### src/rtl/fetch_pkg.sv
// Shared types and constants for the instruction-fetch stage.
package fetch_pkg;

    typedef enum logic [1:0] {
        IDLE,
        REQ,
        WAIT,
        HOLD
    } fetch_state_t;

    localparam logic [31:0] INITIAL_PC = 32'h0040_0000;
    localparam int unsigned INST_BYTES = 4;

endpackage

### src/rtl/fetch_stage_if.sv
// Handshake bundle between fetch, instruction memory, decode and the execute redirect path.
interface fetch_stage_if #(
    parameter int unsigned WIDTH = 32
);
    logic             imem_req_valid;
    logic             imem_req_ready;
    logic [WIDTH-1:0] imem_req_addr;
    logic             imem_rsp_valid;
    logic [31:0]      imem_rsp_data;
    logic             inst_valid;
    logic             inst_ready;
    logic [31:0]      inst;
    logic [WIDTH-1:0] inst_pc;
    logic [WIDTH-1:0] inst_pc_plus_4;
    logic             redirect_valid;
    logic [WIDTH-1:0] redirect_pc;

    // Fetch-stage side.
    modport master (
        output imem_req_valid, imem_req_addr, inst_valid, inst, inst_pc, inst_pc_plus_4,
        input  imem_req_ready, imem_rsp_valid, imem_rsp_data, inst_ready, redirect_valid,
        redirect_pc
    );

    // Memory / decode / execute side.
    modport slave (
        input  imem_req_valid, imem_req_addr, inst_valid, inst, inst_pc, inst_pc_plus_4,
        output imem_req_ready, imem_rsp_valid, imem_rsp_data, inst_ready, redirect_valid,
        redirect_pc
    );

endinterface

### src/rtl/fetch_stage_adder.sv
// Plain modular adder; the sum wraps at 2^WIDTH.
module fetch_stage_adder #(
    parameter int unsigned WIDTH = 32
) (
    input  logic [WIDTH-1:0] operand_a_i,
    input  logic [WIDTH-1:0] operand_b_i,
    output logic [WIDTH-1:0] sum_o
);

    assign sum_o = operand_a_i + operand_b_i;

endmodule

### src/rtl/fetch_stage.sv
// Instruction fetch: owns the PC, keeps one imem request in flight and holds the result for
// decode. Redirects win over everything and mark any in-flight response as stale.
module fetch_stage
    import fetch_pkg::*;
#(
    parameter int unsigned      WIDTH    = 32,
    parameter logic [WIDTH-1:0] RESET_PC = WIDTH'(INITIAL_PC)
) (
    input logic          clock,
    input logic          reset_n,
    fetch_stage_if.master bus
);

    localparam logic [WIDTH-1:0] AlignMask = ~WIDTH'(3);
    localparam logic [WIDTH-1:0] ResetPcAligned = RESET_PC & AlignMask;

    fetch_state_t     state_q;
    logic [WIDTH-1:0] pc_q;
    logic [WIDTH-1:0] req_pc_q;
    logic             discard_q;
    logic             req_valid_q;
    logic             inst_valid_q;
    logic [31:0]      inst_q;
    logic [WIDTH-1:0] inst_pc_q;
    logic [WIDTH-1:0] inst_pc_plus_4_q;

    logic [WIDTH-1:0] req_pc_plus_4;
    logic [WIDTH-1:0] redirect_pc_aligned;

    assign redirect_pc_aligned = bus.redirect_pc & AlignMask;

    fetch_stage_adder #(
        .WIDTH (WIDTH)
    ) u_pc_adder (
        .operand_a_i (req_pc_q),
        .operand_b_i (WIDTH'(INST_BYTES)),
        .sum_o       (req_pc_plus_4)
    );

    always_ff @(posedge clock or negedge reset_n) begin
        if (!reset_n) begin
            state_q          <= IDLE;
            pc_q             <= ResetPcAligned;
            req_pc_q         <= ResetPcAligned;
            discard_q        <= 1'b0;
            req_valid_q      <= 1'b0;
            inst_valid_q     <= 1'b0;
            inst_q           <= '0;
            inst_pc_q        <= '0;
            inst_pc_plus_4_q <= '0;
        end else begin
            unique case (state_q)
                IDLE: begin
                    state_q     <= REQ;
                    req_valid_q <= 1'b1;
                    if (bus.redirect_valid) pc_q <= redirect_pc_aligned;
                end
                REQ: begin
                    // An accepted request is already in flight, so a same-cycle redirect
                    // must discard whatever comes back for it.
                    if (bus.imem_req_ready) begin
                        state_q     <= WAIT;
                        req_valid_q <= 1'b0;
                        req_pc_q    <= pc_q;
                        discard_q   <= bus.redirect_valid;
                    end
                    if (bus.redirect_valid) pc_q <= redirect_pc_aligned;
                end
                WAIT: begin
                    if (bus.imem_rsp_valid) begin
                        discard_q <= 1'b0;
                        if (bus.redirect_valid || discard_q) begin
                            state_q     <= REQ;
                            req_valid_q <= 1'b1;
                            if (bus.redirect_valid) pc_q <= redirect_pc_aligned;
                        end else begin
                            state_q          <= HOLD;
                            inst_valid_q     <= 1'b1;
                            inst_q           <= bus.imem_rsp_data;
                            inst_pc_q        <= req_pc_q;
                            inst_pc_plus_4_q <= req_pc_plus_4;
                            pc_q             <= req_pc_plus_4;
                        end
                    end else if (bus.redirect_valid) begin
                        discard_q <= 1'b1;
                        pc_q      <= redirect_pc_aligned;
                    end
                end
                HOLD: begin
                    if (bus.redirect_valid || bus.inst_ready) begin
                        state_q      <= REQ;
                        req_valid_q  <= 1'b1;
                        inst_valid_q <= 1'b0;
                        if (bus.redirect_valid) pc_q <= redirect_pc_aligned;
                    end
                end
                default: state_q <= IDLE;
            endcase
        end
    end

    assign bus.imem_req_valid = req_valid_q;
    assign bus.imem_req_addr  = pc_q;
    assign bus.inst_valid     = inst_valid_q;
    assign bus.inst           = inst_q;
    assign bus.inst_pc        = inst_pc_q;
    assign bus.inst_pc_plus_4 = inst_pc_plus_4_q;

endmodule

### src/flat_wrapper.sv
// flat-port wrapper written by rule: the top's interface ports become plain ports
module fetch_stage_flat import fetch_pkg::*;
#(
    parameter int unsigned      WIDTH    = 32,
    parameter logic [WIDTH-1:0] RESET_PC = WIDTH'(INITIAL_PC)
)
  (clock, reset_n, bus_imem_req_valid, bus_imem_req_addr, bus_inst_valid, bus_inst, bus_inst_pc, bus_inst_pc_plus_4, bus_imem_req_ready, bus_imem_rsp_valid, bus_imem_rsp_data, bus_inst_ready, bus_redirect_valid, bus_redirect_pc);
  fetch_stage_if #(.WIDTH(WIDTH)) bus_i ();
  input logic clock;
  input logic reset_n;
  output wire logic [$bits(bus_i.imem_req_valid)-1:0] bus_imem_req_valid;
  output wire logic [$bits(bus_i.imem_req_addr)-1:0] bus_imem_req_addr;
  output wire logic [$bits(bus_i.inst_valid)-1:0] bus_inst_valid;
  output wire logic [$bits(bus_i.inst)-1:0] bus_inst;
  output wire logic [$bits(bus_i.inst_pc)-1:0] bus_inst_pc;
  output wire logic [$bits(bus_i.inst_pc_plus_4)-1:0] bus_inst_pc_plus_4;
  input wire logic [$bits(bus_i.imem_req_ready)-1:0] bus_imem_req_ready;
  input wire logic [$bits(bus_i.imem_rsp_valid)-1:0] bus_imem_rsp_valid;
  input wire logic [$bits(bus_i.imem_rsp_data)-1:0] bus_imem_rsp_data;
  input wire logic [$bits(bus_i.inst_ready)-1:0] bus_inst_ready;
  input wire logic [$bits(bus_i.redirect_valid)-1:0] bus_redirect_valid;
  input wire logic [$bits(bus_i.redirect_pc)-1:0] bus_redirect_pc;
  assign bus_imem_req_valid = bus_i.imem_req_valid;
  assign bus_imem_req_addr = bus_i.imem_req_addr;
  assign bus_inst_valid = bus_i.inst_valid;
  assign bus_inst = bus_i.inst;
  assign bus_inst_pc = bus_i.inst_pc;
  assign bus_inst_pc_plus_4 = bus_i.inst_pc_plus_4;
  assign bus_i.imem_req_ready = bus_imem_req_ready;
  assign bus_i.imem_rsp_valid = bus_imem_rsp_valid;
  assign bus_i.imem_rsp_data = bus_imem_rsp_data;
  assign bus_i.inst_ready = bus_inst_ready;
  assign bus_i.redirect_valid = bus_redirect_valid;
  assign bus_i.redirect_pc = bus_redirect_pc;
  fetch_stage #(.WIDTH(WIDTH), .RESET_PC(RESET_PC)) u_core (.clock(clock), .reset_n(reset_n), .bus(bus_i));
endmodule
### config.mk
export PLATFORM = sky130hd
export DESIGN_NAME = fetch_stage_flat
export DESIGN_NICKNAME = d
export VERILOG_FILES = /design/src/rtl/fetch_pkg.sv /design/src/rtl/fetch_stage_if.sv /design/src/rtl/fetch_stage_adder.sv /design/src/rtl/fetch_stage.sv /design/src/flat_wrapper.sv
export SDC_FILE = /design/constraint.sdc
export NUM_CORES = 1
export LEC_CHECK = 0
export CORE_AREA = 2 2 151 153
export CTS_BUF_LIST = sky130_fd_sc_hd__clkbuf_4 sky130_fd_sc_hd__clkbuf_8
export DETAILED_ROUTE_END_ITERATION = 10
export DIE_AREA = 0 0 153 155
export DONT_BUFFER_PORTS = 1
export SYNTH_ARGS = -nofsm -noshare
export SYNTH_HDL_FRONTEND = slang
export SYNTH_HIERARCHICAL = 1
export SYNTH_SLANG_ARGS = --single-unit
### constraint.sdc
create_clock -name clock -period 6.85 [get_ports clock]
set_input_delay 0.3425 -clock clock [delete_from_list [all_inputs] [get_ports clock]]
set_output_delay 0.3425 -clock clock [all_outputs]
set_load 0.005 [all_outputs]
==> summary.md <==
| Metric | Value |
|---|---|
| Outcome | finished clean |
| Root buffer cell | clkbuf_8 |
| DP Area | between 8000 and 9000 um^2 |
| Critical-path cell list | ha_1 -> a31o_2 -> o21ai_0 -> a21oi_1 -> o311ai_0 -> a32oi_1 -> xnor2_1 -> mux2_2 |
| Total grt overflow | 0 |
| Worst vdd ir | 139 uV |
| Number of fill cells | 2011 |
| Max-cap violations | 0 |
| Setup violators final | 0 |
| FF-to-FF setup slack | a little under 4000 ps |
| Worst endpoint required time | 7190 ps |
| Synth cell types | 68 |
| Setup TNS | 0 ps |
| Crit path kind | flip-flop to flip-flop |
| Total track usage | 0.173 |
| Largest net degree at the start of global routing | 166 |
| Final cell utilization of the core | 0.430 |
| Ys flop type | dfrtp_1 |
| Final Slew Violations | 0 |
| Starting DRT DRC Count | roughly 360 |
| RePlAce Congestion | 0.857 |
| First-pass GRT wire length | 32.1 mm |
| H-tree levels | 4 |
| CTS buffer count | 17 |
| Gate Count Post-Synth | 659 |
| Layout net count | 815 |
| Leak pwr | ~4.2 nW |
| Die Y | approximately 160 um |
| Post-route ant nets | 0 |
| Placed Cells | 942 |
| Layout cells sized above 1 | 0.287 |
| Vias in the first global route | 5544 |
| Row cnt | 55 |
| Worst-path maximum fanout | 5 |
| Clock Tree Buf Depth | 2 |
| Port bufs | 0 |
| DP Wirelength | 14.3 mm |
| Crit-path max cell delay | 660 ps |
| Slew margin rel. | 0.347 |
| Detailed-route DRC error count | 0 |
| WL per Instance | just over 20 um |
| Most frequent cells in the layout | dfrtp_1 (163), mux2_2 (88), mux2_4 (40) |
| Initial antenna violation count | 1 |
| Clk slew on worst S/H paths | roughly 90 ps |
| Cell Area, Synth | 8540 um^2 |
| Seq/Total Area, Yosys | 0.484 |
| Sink Count | 165 |
| Flops & latches, synth | 165 |
| Vias per cell | 5.39 |
| Final Cycle Share | 0.438 |
| Clock Skews | ~12 ps |
| Area of the multi-input gates | 4200 um^2 |
| Pwr dens | 427 nW/um^2 |
| WP data arrival | between 3000 and 4000 ps |
| Die X | 153 um |
| Final hold vios | 0 |
| Core box area | 22200 um^2 |
| Class of the worst hold path | input port to flip-flop |
| Post-synth ARST share | 1.00 |
| Min Tclk post-route | 3000 ps |
| Commonest non-fill, non-tap cell in the layout | dfrtp_1 |
| Resize count post-CTS | 0 |
| Via Count | 5425 |
| Worst Tran Pin Value | 976 ps |
| CP Capture Type | flip-flop |
| Starting Density | 0.384 |
| Clk_lat worst skew | 460 ps |
| Design area | approximately 9500 um^2 |
| Die area | 23700 um^2 |
| Fmax | ~0.33 GHz |
| Ys Warns | 6 |
| ANT cells | 0 |
| IO Pins | 200 |
| Area grow syn2layout | 11.8% |
| Final wirelength | 20.5 mm |
| Sequential cell area | 4130 um^2 |
| RSZ-0062 raised after global routing | no |
| CP max stage cell | o311ai_0 |
| Post-CTS Setup Repair Bufs | 0 |
| Post-synth EDFFs | 0 |
| Syn_area_per_cell | 13.0 um^2 |
| CP Launch Type | flip-flop |
| CTS tree | done |
| Pre-antenna DRT Iters | 4 |
| Non-Filler Instances | 1007 |
==> final timing paths <==
| check | cells past startpoint | endpoint | from |
|---|---|---|---|
| max | 8 | u_core/bus.inst_pc_plus_4[31]$_DFFE_PN0P_ | u_core/req_pc_q[3]$_DFFE_PN0P_ |
| min | 1 | u_core/bus.inst[12]$_DFFE_PN0P_ | bus_imem_rsp_data[12] |
| max reg2reg | 8 | u_core/bus.inst_pc_plus_4[31]$_DFFE_PN0P_ | u_core/req_pc_q[3]$_DFFE_PN0P_ |
| min reg2reg | 1 | u_core/bus.inst_pc_plus_4[28]$_DFFE_PN0P_ | u_core/bus.inst_pc_plus_4[28]$_DFFE_PN0P_ |
| max in group asynchronous | 2 | u_core/bus.inst_pc_plus_4[29]$_DFFE_PN0P_ | reset_n |
| min in group asynchronous | 2 | u_core/bus.inst_pc_plus_4[18]$_DFFE_PN0P_ | reset_n |
==> report_power, final <==
group / switching [mW] / internal [mW] / leakage [nW]
clock: 0.394 / 0.404 / 0.226
sequential: 0.307 / 1.33 / 2.04
combinational: 0.849 / 0.797 / 1.96
total: 1.55 / 2.53 / 4.23
==> worst max-delay path: cells and delay by family (launching register included) <==
family | cells | cell delay (ps)
adder cells (fa/ha/maj) | 1 | 360
AO/OA/AOI/OAI | 5 | 1620
flip-flops | 1 | 410
multiplexers | 1 | 280
XOR/XNOR | 1 | 220
==> sequential cells by signal, indices dropped and copies added (netlist names), 2 cells and up <==
signal and count:
u_core/bus.inst_pc 32, u_core/bus.imem_req_addr 32, u_core/bus.inst_pc_plus_4 32, u_core/state_q 2, u_core/bus.inst 32, u_core/req_pc_q 32
==> logic make-up (layout without fill, tap and decap cells) <==
kind of cell,after synthesis,count (layout),synth area share
xor gates and xnor gates,30,30,0.0308
other,2,33,0.000880
buffers and inverters,48,80,0.0391
muxes,128,128,0.186
DFF,165,165,0.484
and+or+nand+nor,118,118,0.0780
adders and majority gates,36,36,0.0536
AOI/OAI and AO/OA,132,132,0.127
==> final cells by class <==
cell class | instances | share of cell area
multi-input cells | 477 | 0.439
clock buffers | 21 | 0.0296
well taps | 285 | 0.0373
inverters | 12 | 0.00472
clock inverters | 11 | 0.0174
repair buffers | 36 | 0.0388
flip-flops and latches | 165 | 0.433
==> cells in the mapped netlist (3+ instances only) <==
| cell | instances | area, um^2 |
|---|---|---|
| o21ai_0 | 14 | 70.1 |
| and3_1 | 5 | 31.3 |
| buf_4 | 6 | 45.0 |
| nand2_1 | 22 | 82.6 |
| xnor2_1 | 18 | 158 |
| mux2_2 | 88 | 991 |
| nand2b_1 | 32 | 200 |
| mux2_4 | 40 | 601 |
| a31o_2 | 4 | 35.0 |
| inv_1 | 12 | 45.0 |
| buf_12 | 5 | 100 |
| a21oi_1 | 27 | 135 |
| nor3b_1 | 4 | 30.0 |
| nor2_1 | 21 | 78.8 |
| clkbuf_1 | 10 | 37.5 |
| a211oi_1 | 3 | 22.5 |
| o221a_2 | 23 | 259 |
| nor3_1 | 5 | 25.0 |
| dfrtp_1 | 163 | 4080 |
| o21a_1 | 3 | 22.5 |
| buf_6 | 5 | 56.3 |
| o221a_1 | 8 | 90.1 |
| nand4_1 | 6 | 37.5 |
| ha_1 | 35 | 438 |
| a31oi_1 | 4 | 25.0 |
| nand3_1 | 7 | 35.0 |
| nor2b_1 | 4 | 25.0 |
| xor2_1 | 12 | 105 |
| buf_2 | 9 | 45.0 |
| o21bai_1 | 3 | 22.5 |
| a21o_1 | 12 | 90.1 |
==> per-layer routing <==
metal	vias to the layer above	GRT usage	wire length, um
li1	2496	-	-
met1	2751	0.235	9230
met2	164	0.278	9940
met3	12	0.0446	1130
met4	2	0.0423	184
met5	-	0	13
==> what timing repair did <==
item                       CTS  global route
hold buffers                 2            31
setup endpoints to repair    0             0
hold endpoints to repair   165            31
==> through the flow <==
step / hold WS, ps / setup slack (ps) / total power, mW
after floorplan: 46.9 / 4290 / 2.86
after global placement: 51.2 / 3800 / 3.18
after detailed placement: 49.8 / 3750 / 3.22
after CTS: 0.131 / 3740 / 4.06
after global routing: 0.719 / 3550 / 4.38
final: 41.1 / 3850 / 4.08
Note: power is estimated with default switching activity, not from simulation.
